===== src/rtl/core_run_ctrl.sv =====
// core_run_ctrl: run/halt/step sequencer that gates the commit enable of the single-cycle core,
// with a PC breakpoint and a retired-instruction counter.
//
// state  | meaning
// S_INIT | core held in reset for RST_CYCLES cycles, counters cleared
// S_HALT | core frozen, waiting for a run or step request
// S_RUN  | core commits every cycle until halt, breakpoint or soft reset
// S_STEP | exactly one committed instruction, then back to S_HALT
module core_run_ctrl #(
  parameter int PC_W       = 5,
  parameter int CNT_W      = 16,
  parameter int RST_CYCLES = 4,
  parameter int AUTO_RUN   = 1
) (
  input  logic             clk,
  input  logic             rst_n,
  input  logic             run_req,
  input  logic             halt_req,
  input  logic             step_req,
  input  logic             soft_rst,
  input  logic             bp_en,
  input  logic [PC_W-1:0]  bp_addr,
  input  logic [PC_W-1:0]  pc,
  output logic             core_rst,
  output logic             commit_en,
  output logic [1:0]       state,
  output logic             halted,
  output logic             bp_hit,
  output logic [CNT_W-1:0] instr_cnt
);

  localparam int INIT_W = (RST_CYCLES > 1) ? $clog2(RST_CYCLES) : 1;
  localparam logic [INIT_W-1:0] INIT_LAST = INIT_W'(RST_CYCLES - 1);

  typedef enum logic [1:0] {
    S_INIT = 2'b00,
    S_HALT = 2'b01,
    S_RUN  = 2'b10,
    S_STEP = 2'b11
  } state_t;

  state_t state_q;
  state_t state_d;

  logic              run_q;
  logic              halt_q;
  logic              step_q;
  logic              soft_q;
  logic [INIT_W-1:0] init_cnt_q;
  logic [CNT_W-1:0]  instr_cnt_q;
  logic              bp_hit_q;
  logic              skip_bp_q;

  logic run_rise;
  logic halt_rise;
  logic step_rise;
  logic soft_rise;
  logic init_done;
  logic bp_match;
  logic leave_halt;

  assign run_rise  = run_req  & ~run_q;
  assign halt_rise = halt_req & ~halt_q;
  assign step_rise = step_req & ~step_q;
  assign soft_rise = soft_rst & ~soft_q;

  assign init_done = (init_cnt_q == INIT_LAST);

  // skip_bp lets the instruction parked on the breakpoint retire once after resuming
  assign bp_match   = (state_q == S_RUN) & bp_en & (pc == bp_addr) & ~skip_bp_q;
  assign leave_halt = (state_q == S_HALT) & (state_d != S_HALT);

  always_ff @(posedge clk or negedge rst_n) begin
    if (!rst_n) begin
      state_q <= S_INIT;
    end else begin
      state_q <= state_d;
    end
  end

  always_comb begin
    state_d = state_q;
    if (soft_rise) begin
      state_d = S_INIT;
    end else begin
      case (state_q)
        S_INIT: begin
          if (init_done) begin
            state_d = (AUTO_RUN != 0) ? S_RUN : S_HALT;
          end
        end
        S_HALT: begin
          // a halt edge outranks step/run and swallows them
          if (!halt_rise) begin
            if (step_rise) begin
              state_d = S_STEP;
            end else if (run_rise) begin
              state_d = S_RUN;
            end
          end
        end
        S_RUN: begin
          if (bp_match || halt_rise) begin
            state_d = S_HALT;
          end
        end
        S_STEP: begin
          state_d = S_HALT;
        end
        default: begin
          state_d = S_INIT;
        end
      endcase
    end
  end

  always_comb begin
    core_rst  = 1'b0;
    commit_en = 1'b0;
    halted    = 1'b0;
    case (state_q)
      S_INIT: core_rst  = 1'b1;
      S_HALT: halted    = 1'b1;
      S_RUN:  commit_en = ~bp_match & ~soft_rise;
      S_STEP: commit_en = ~soft_rise;
      default: begin
        core_rst = 1'b1;
      end
    endcase
  end

  always_ff @(posedge clk or negedge rst_n) begin
    if (!rst_n) begin
      run_q  <= 1'b0;
      halt_q <= 1'b0;
      step_q <= 1'b0;
      soft_q <= 1'b0;
    end else begin
      run_q  <= run_req;
      halt_q <= halt_req;
      step_q <= step_req;
      soft_q <= soft_rst;
    end
  end

  always_ff @(posedge clk or negedge rst_n) begin
    if (!rst_n) begin
      init_cnt_q <= '0;
    end else if (soft_rise || state_q != S_INIT || init_done) begin
      init_cnt_q <= '0;
    end else begin
      init_cnt_q <= init_cnt_q + INIT_W'(1);
    end
  end

  always_ff @(posedge clk or negedge rst_n) begin
    if (!rst_n) begin
      instr_cnt_q <= '0;
    end else if (soft_rise || state_q == S_INIT) begin
      instr_cnt_q <= '0;
    end else if (commit_en) begin
      instr_cnt_q <= instr_cnt_q + CNT_W'(1);
    end
  end

  always_ff @(posedge clk or negedge rst_n) begin
    if (!rst_n) begin
      bp_hit_q  <= 1'b0;
      skip_bp_q <= 1'b0;
    end else if (soft_rise) begin
      bp_hit_q  <= 1'b0;
      skip_bp_q <= 1'b0;
    end else if (leave_halt) begin
      bp_hit_q  <= 1'b0;
      skip_bp_q <= 1'b1;
    end else begin
      if (bp_match) begin
        bp_hit_q <= 1'b1;
      end
      if (commit_en) begin
        skip_bp_q <= 1'b0;
      end
    end
  end

  assign state     = state_q;
  assign bp_hit    = bp_hit_q;
  assign instr_cnt = instr_cnt_q;

endmodule

===== config.mk =====
export PLATFORM = sky130hd
export DESIGN_NAME = core_run_ctrl
export DESIGN_NICKNAME = d
export VERILOG_FILES = /design/src/rtl/core_run_ctrl.sv
export SDC_FILE = /design/constraint.sdc
export NUM_CORES = 1
export LEC_CHECK = 0
export CAP_MARGIN = 30
export CORE_UTILIZATION = 30
export CTS_BUF_LIST = sky130_fd_sc_hd__clkbuf_4 sky130_fd_sc_hd__clkbuf_8
export DETAILED_ROUTE_END_ITERATION = 8
export GPL_TIMING_DRIVEN = 1
export PLACE_DENSITY_LB_ADDON = 0.12
export SLEW_MARGIN = 20
export SYNTH_ARGS = -nofsm -noshare
export SYNTH_HDL_FRONTEND = slang
export SYNTH_SLANG_ARGS = --single-unit
export TNS_END_PERCENT = 50

===== constraint.sdc =====
create_clock -name clk -period 1.65 [get_ports clk]
set_clock_uncertainty 0.1 [all_clocks]
set_input_delay 0.33 -clock clk [delete_from_list [all_inputs] [get_ports clk]]
set_output_delay 0.33 -clock clk [all_outputs]
set_load 0.02 [all_outputs]

# Yosys cells after proc, flatten, opt, wreduce, memory -nomap -nowiden
# Index checks and enable logic that the tools add are counted.
# word_totals
reg_bits,26
inputBits,17
out_inout_bits,22
word_cells,61
# op_classes
add_sub_neg,2
n_eq_ne,6
mux,19
n_bitwise,16
reduce_logical,9
# ops
cell,n
16-bit 2-to-1 mux,2
16-bit by 1-bit adder with 16-bit output (second input constant),1
2-bit 2-to-1 mux,7
1-bit bitwise AND,9
1-bit 2-to-1 mux,8
2-bit one-hot mux with 4 select lines,1
1-bit NOT,7
2-bit == test (second input constant),3
3-bit nonzero test,2
5-bit == test,1
1-bit logical OR,4
2-bit nonzero test,2
2-bit by 1-bit adder with 2-bit output (second input constant),1
2-bit by 1-bit == test with 1-bit output (second input constant),1
2-bit zero test,1
2-bit by 1-bit != test with 1-bit output (second input constant),1
1-bit one-hot mux with 2 select lines,1

# Longest topological paths before layout
# logic_depth
depth_word,12
mapped_depth,7
depth_no_buf,5

# Least setup slack after synthesis
# Ideal clock, no wire load.
# synth_path
path_kind,register to register
start,"register state_q[1], in the netlist state[1]"
end,"register instr_cnt_q[10], in the netlist instr_cnt[10]"
setup_time_ps,129
t_arrival_ps,1717
required_time_ps,1421
path_slack_ps,-296
path_stages_with_launch,7
n_path_buf,2
period_less_slack_ps,1946
path_cell_list,dfrtp_1 -> buf_2 -> nor2_1 -> nor2_1 -> buf_2 -> o211ai_1 -> o31ai_1
# synth_via
elab_chain_cells,8
word_cells_on_any_way,12
classes_between,eq/ne (2); mux (2); bitwise (5); reduce/logical (3)
# synth_rtl
item,line_no,text
"start, declared",42,state_t state_q;
"start signal, assigned",77,state_q <= state_d;
2-bit == test,"70, 121",
1-bit bitwise AND (3 in series),70,assign bp_match = (state_q == S_RUN) & bp_en & (pc == bp_addr) & ~skip_bp_q;
1-bit NOT,124,S_RUN: commit_en = ~bp_match & ~soft_rise;
1-bit bitwise AND,124,
1-bit one-hot mux with 2 select lines,121,case (state_q)
2-bit nonzero test (no line),--,
"end signal, assigned",162,instr_cnt_q <= instr_cnt_q + CNT_W'(1);
"end, declared",50,logic [CNT_W-1:0] instr_cnt_q;
# Parallel ways exist; a longest one is shown, timed or not.
# A chain may end at the register's enable or synchronous reset.

# Worst setup path after layout
# layout_path
start,"register instr_cnt_q[5], in the netlist instr_cnt[5]"
end,"register instr_cnt_q[12], in the netlist instr_cnt[12]"
# layout_via
elab_chain_cells,3
# layout_rtl
item,line_no,text
16-bit by 1-bit adder with 16-bit output,162,
16-bit 2-to-1 mux,161,end else if (commit_en) begin
16-bit 2-to-1 mux,159,end else if (soft_rise || state_q == S_INIT) begin
# No other way between the ends. The select of a mux whose other input is x is not followed.

==> results.toml <==
[logic_synthesis]
synth-seq-cells = 26
mappedNetlistArea_mm2 = 0.001415
yosys_warnings = 0
synth-edff-count = 0
synth_fp_nets = 155
yosysMostFrequentCell = "dfrtp_1"
synth-seq-area-share_pct = 45.98
synthArstFlopShare_pct = 100.0
synth_cells = 136
synth.largest_area_cell = "dfrtp_1"
ys.flop_type = "dfrtp_1"
synth_area_per_cell_um2 = 10.41
synth.area.top_cells = "dfrtp_1 46%, mux2i_1 9.2%, nand2_1 5.3%, xor2_1 3.1%, or3_1 2.2%"
synth_cell_type_count = 40
netlist_top_cells_count = "26 x dfrtp_1, 20 x nand2_1, 13 x mux2i_1, 7 x nor2_1"
synth_top_cell_area_share_pct = 45.98

[global_route]
overflow = 0
antenna_found_initial = 0
grt_pass1_wl_um = 5906
grt_max_degree = 27
grt_pass1_vias = 1286
grt_use_total_pct = 14.84

[clocking]
ctsHoldBuffers = 0
clk_pin_slew_worst_paths_ns = 0.10
clk_latency_ns = 0.27
cts_sinks = 26
cts_made_buffers = 3
root_buffer = "clkbuf_8"
cts_buffer_depth = 2
cts_tree = "yes"
htree_levels = 1

[outcome]
violations = "design-rule violations, negative setup slack"
status = "finished with violations"

[job]
maxCapViolCount = 0

[detailed_routing]
wl_per_cell_um = 13.83
wirelength_um = 3637
vias_per_cell = 4.989
drtAntennaViolNets = 0
first_iter_violations = 32
dr_total_vias = 1312
drt-pass1-iter-count = 6
route.detailed.drc = 6

[sta]
setup_slack_ns = -0.1608
worstMarginPinSlew_ns = 0.3547
finalHoldViolations = 0
min_period_over_period_pct = 109.7
setup_viol = 10
grt_setup_unrepaired = "yes"
max_freq_ghz = 0.5522
relSlewSlack_pct = 76.35
holdWs_ns = 0.3066
finalMaxSlewViolations = 0
period_needed_ns = 1.811

[worst_setup_path]
worst_r2r_path_depth = 5
crit_chain = "and4_4 -> and3_4 -> or3b_4 -> o311ai_4 -> o41ai_2"
r2r-start = "instr_cnt[5]"
end_kind = "register"
cp_max_fo = 5
cp_slowest_stage_delay_ns = 0.43
slowest_stage = "or3b_4"
critical_path_class = "reg -> reg"
regToRegSetupSlack_ns = -0.16
start_kind = "register"
crit_required_ns = 1.70
r2r_end = "instr_cnt[12]"
crit_arrival_ns = 1.86

[pwr]
ir_drop_mv = 0.6936
powerDensity_mw_per_mm2 = 954.1
leakage_nw = 1.179

[floorplan]
die_w_um = 70.68
die-area_mm2 = 0.004996
io_pins = 39
rows = 24
start_util_pct = 31.84
die_h_um = 70.68
core_area_mm2 = 0.004444

[place]
placed_area_mm2 = 0.002143
gp_congestion = 0.7467
portBuffers = 38
dp_cells = 252
dp_worst_setup_slack_ns = -0.7118
hpwl_um = 2665

[worst_hold_path]
hold_path_end = "soft_q"
hp-class = "in -> reg"
worstHoldStart = "soft_rst"
whs_path_depth = 1

[finish]
antenna_cells = 0
syn2layout_area_growth_pct = 67.02
fill_cells = 420
regArea_um2 = 660.6
layout.cells.non_filler = 263
drive_gt1_share_pct = 38.39
multiInputGateArea_um2 = 873.3
fin_area_mm2 = 0.002364
nets = 231
final_core_util_pct = 53.18
metrics by stage:
| step | power (mW) | TNS (ns) |
|---|---|---|
| after floorplan | 1.320 | -0.8058 |
| after global placement | 1.849 | -9.324 |
| after detailed placement | 1.866 | -9.889 |
| after CTS | 2.252 | -2.834 |
| after global routing | 2.407 | -1.997 |
| final | 2.255 | -0.9154 |
layout make-up:
| type | instances | area share, % |
|---|---|---|
| Timing Repair Buffer | 76 | 29.54 |
| Inverter | 3 | 0.4764 |
| Multi-Input combinational cell | 102 | 36.95 |
| Clock buffer | 4 | 2.329 |
| Tap cell | 52 | 2.753 |
| Sequential cell | 26 | 27.95 |
placed cells by master, fill, tap and decap left out, types with 4 or more instances in the layout:
| cell type | count |
|---|---|
| dlygate4sd2_1 | 21 |
| clkdlybuf4s50_1 | 4 |
| dlymetal6s2s_1 | 8 |
| dfrtp_1 | 18 |
| or3_1 | 5 |
| clkbuf_8 | 4 |
| nand2_1 | 19 |
| dfrtp_2 | 8 |
| buf_6 | 5 |
| mux2i_1 | 13 |
| buf_4 | 33 |
| nor2_1 | 4 |
cells by family (layout without fill, tap and decap cells):
group / Yosys count / count (layout) / synth area share, %
fa+ha+maj: 2 / 2 / 1.768
flops: 26 / 26 / 45.98
simple gates: 68 / 68 / 28.20
buf+inv: 8 / 83 / 2.829
xor+xnor: 5 / 5 / 3.094
mux: 13 / 13 / 9.195
compound gates: 14 / 14 / 8.930
power breakdown:
| part | internal, mW | switching [mW] | total (mW) | leakage, nW |
|---|---|---|---|---|
| Combinational | 0.509 | 0.552 | 1.06 | 0.814 |
| Sequential | 0.721 | 0.0557 | 0.777 | 0.336 |
| Clock | 0.213 | 0.205 | 0.418 | 0.0288 |
state kept, by name, summed over array words and instances, names as in the netlist:
signal      flops
init_cnt_q      2
state           2
halt_q          1
bp_hit          1
soft_q          1
step_q          1
run_q           1
skip_bp_q       1
instr_cnt      16
worst max-delay path, delay by kind of cell, from the launching register on:
kind             cells  cell delay (ns)
AO/OA/AOI/OAI        2             0.36
AND/OR/NAND/NOR      3             0.85
flip-flops           1             0.38
worst max path at each step:
| stage | start | end | slack (ns) | cells after the start |
|---|---|---|---|---|
| after detailed placement | pc[4] | commit_en | -0.71 | 5 |
| after floorplan | instr_cnt[2] | instr_cnt[12] | -0.14 | 5 |
| final | instr_cnt[5] | instr_cnt[12] | -0.16 | 5 |
| after global placement | bp_addr[4] | commit_en | -0.69 | 5 |
| after global routing | skip_bp_q | commit_en | -0.24 | 4 |
| after CTS | pc[3] | instr_cnt[9] | -0.29 | 8 |
timing repair:
action                                  in CTS  in global routing
pin swaps                                    5                 14
gates resized for setup                     43                 28
endpoints found under the hold margin        0                  0
endpoints found under the setup margin      39                 22
setup buffers                                1                  6
gates cloned                                 0                  1
routing by layer:
layer	up-vias	global-route usage, %	wire length [um]
met4	0	2.667	19
met2	21	27.46	1871
met3	2	3.134	96
li1	633	-	-
met5	-	0	0
met1	656	17.85	1649
Note: power is estimated with default switching activity, not from simulation.
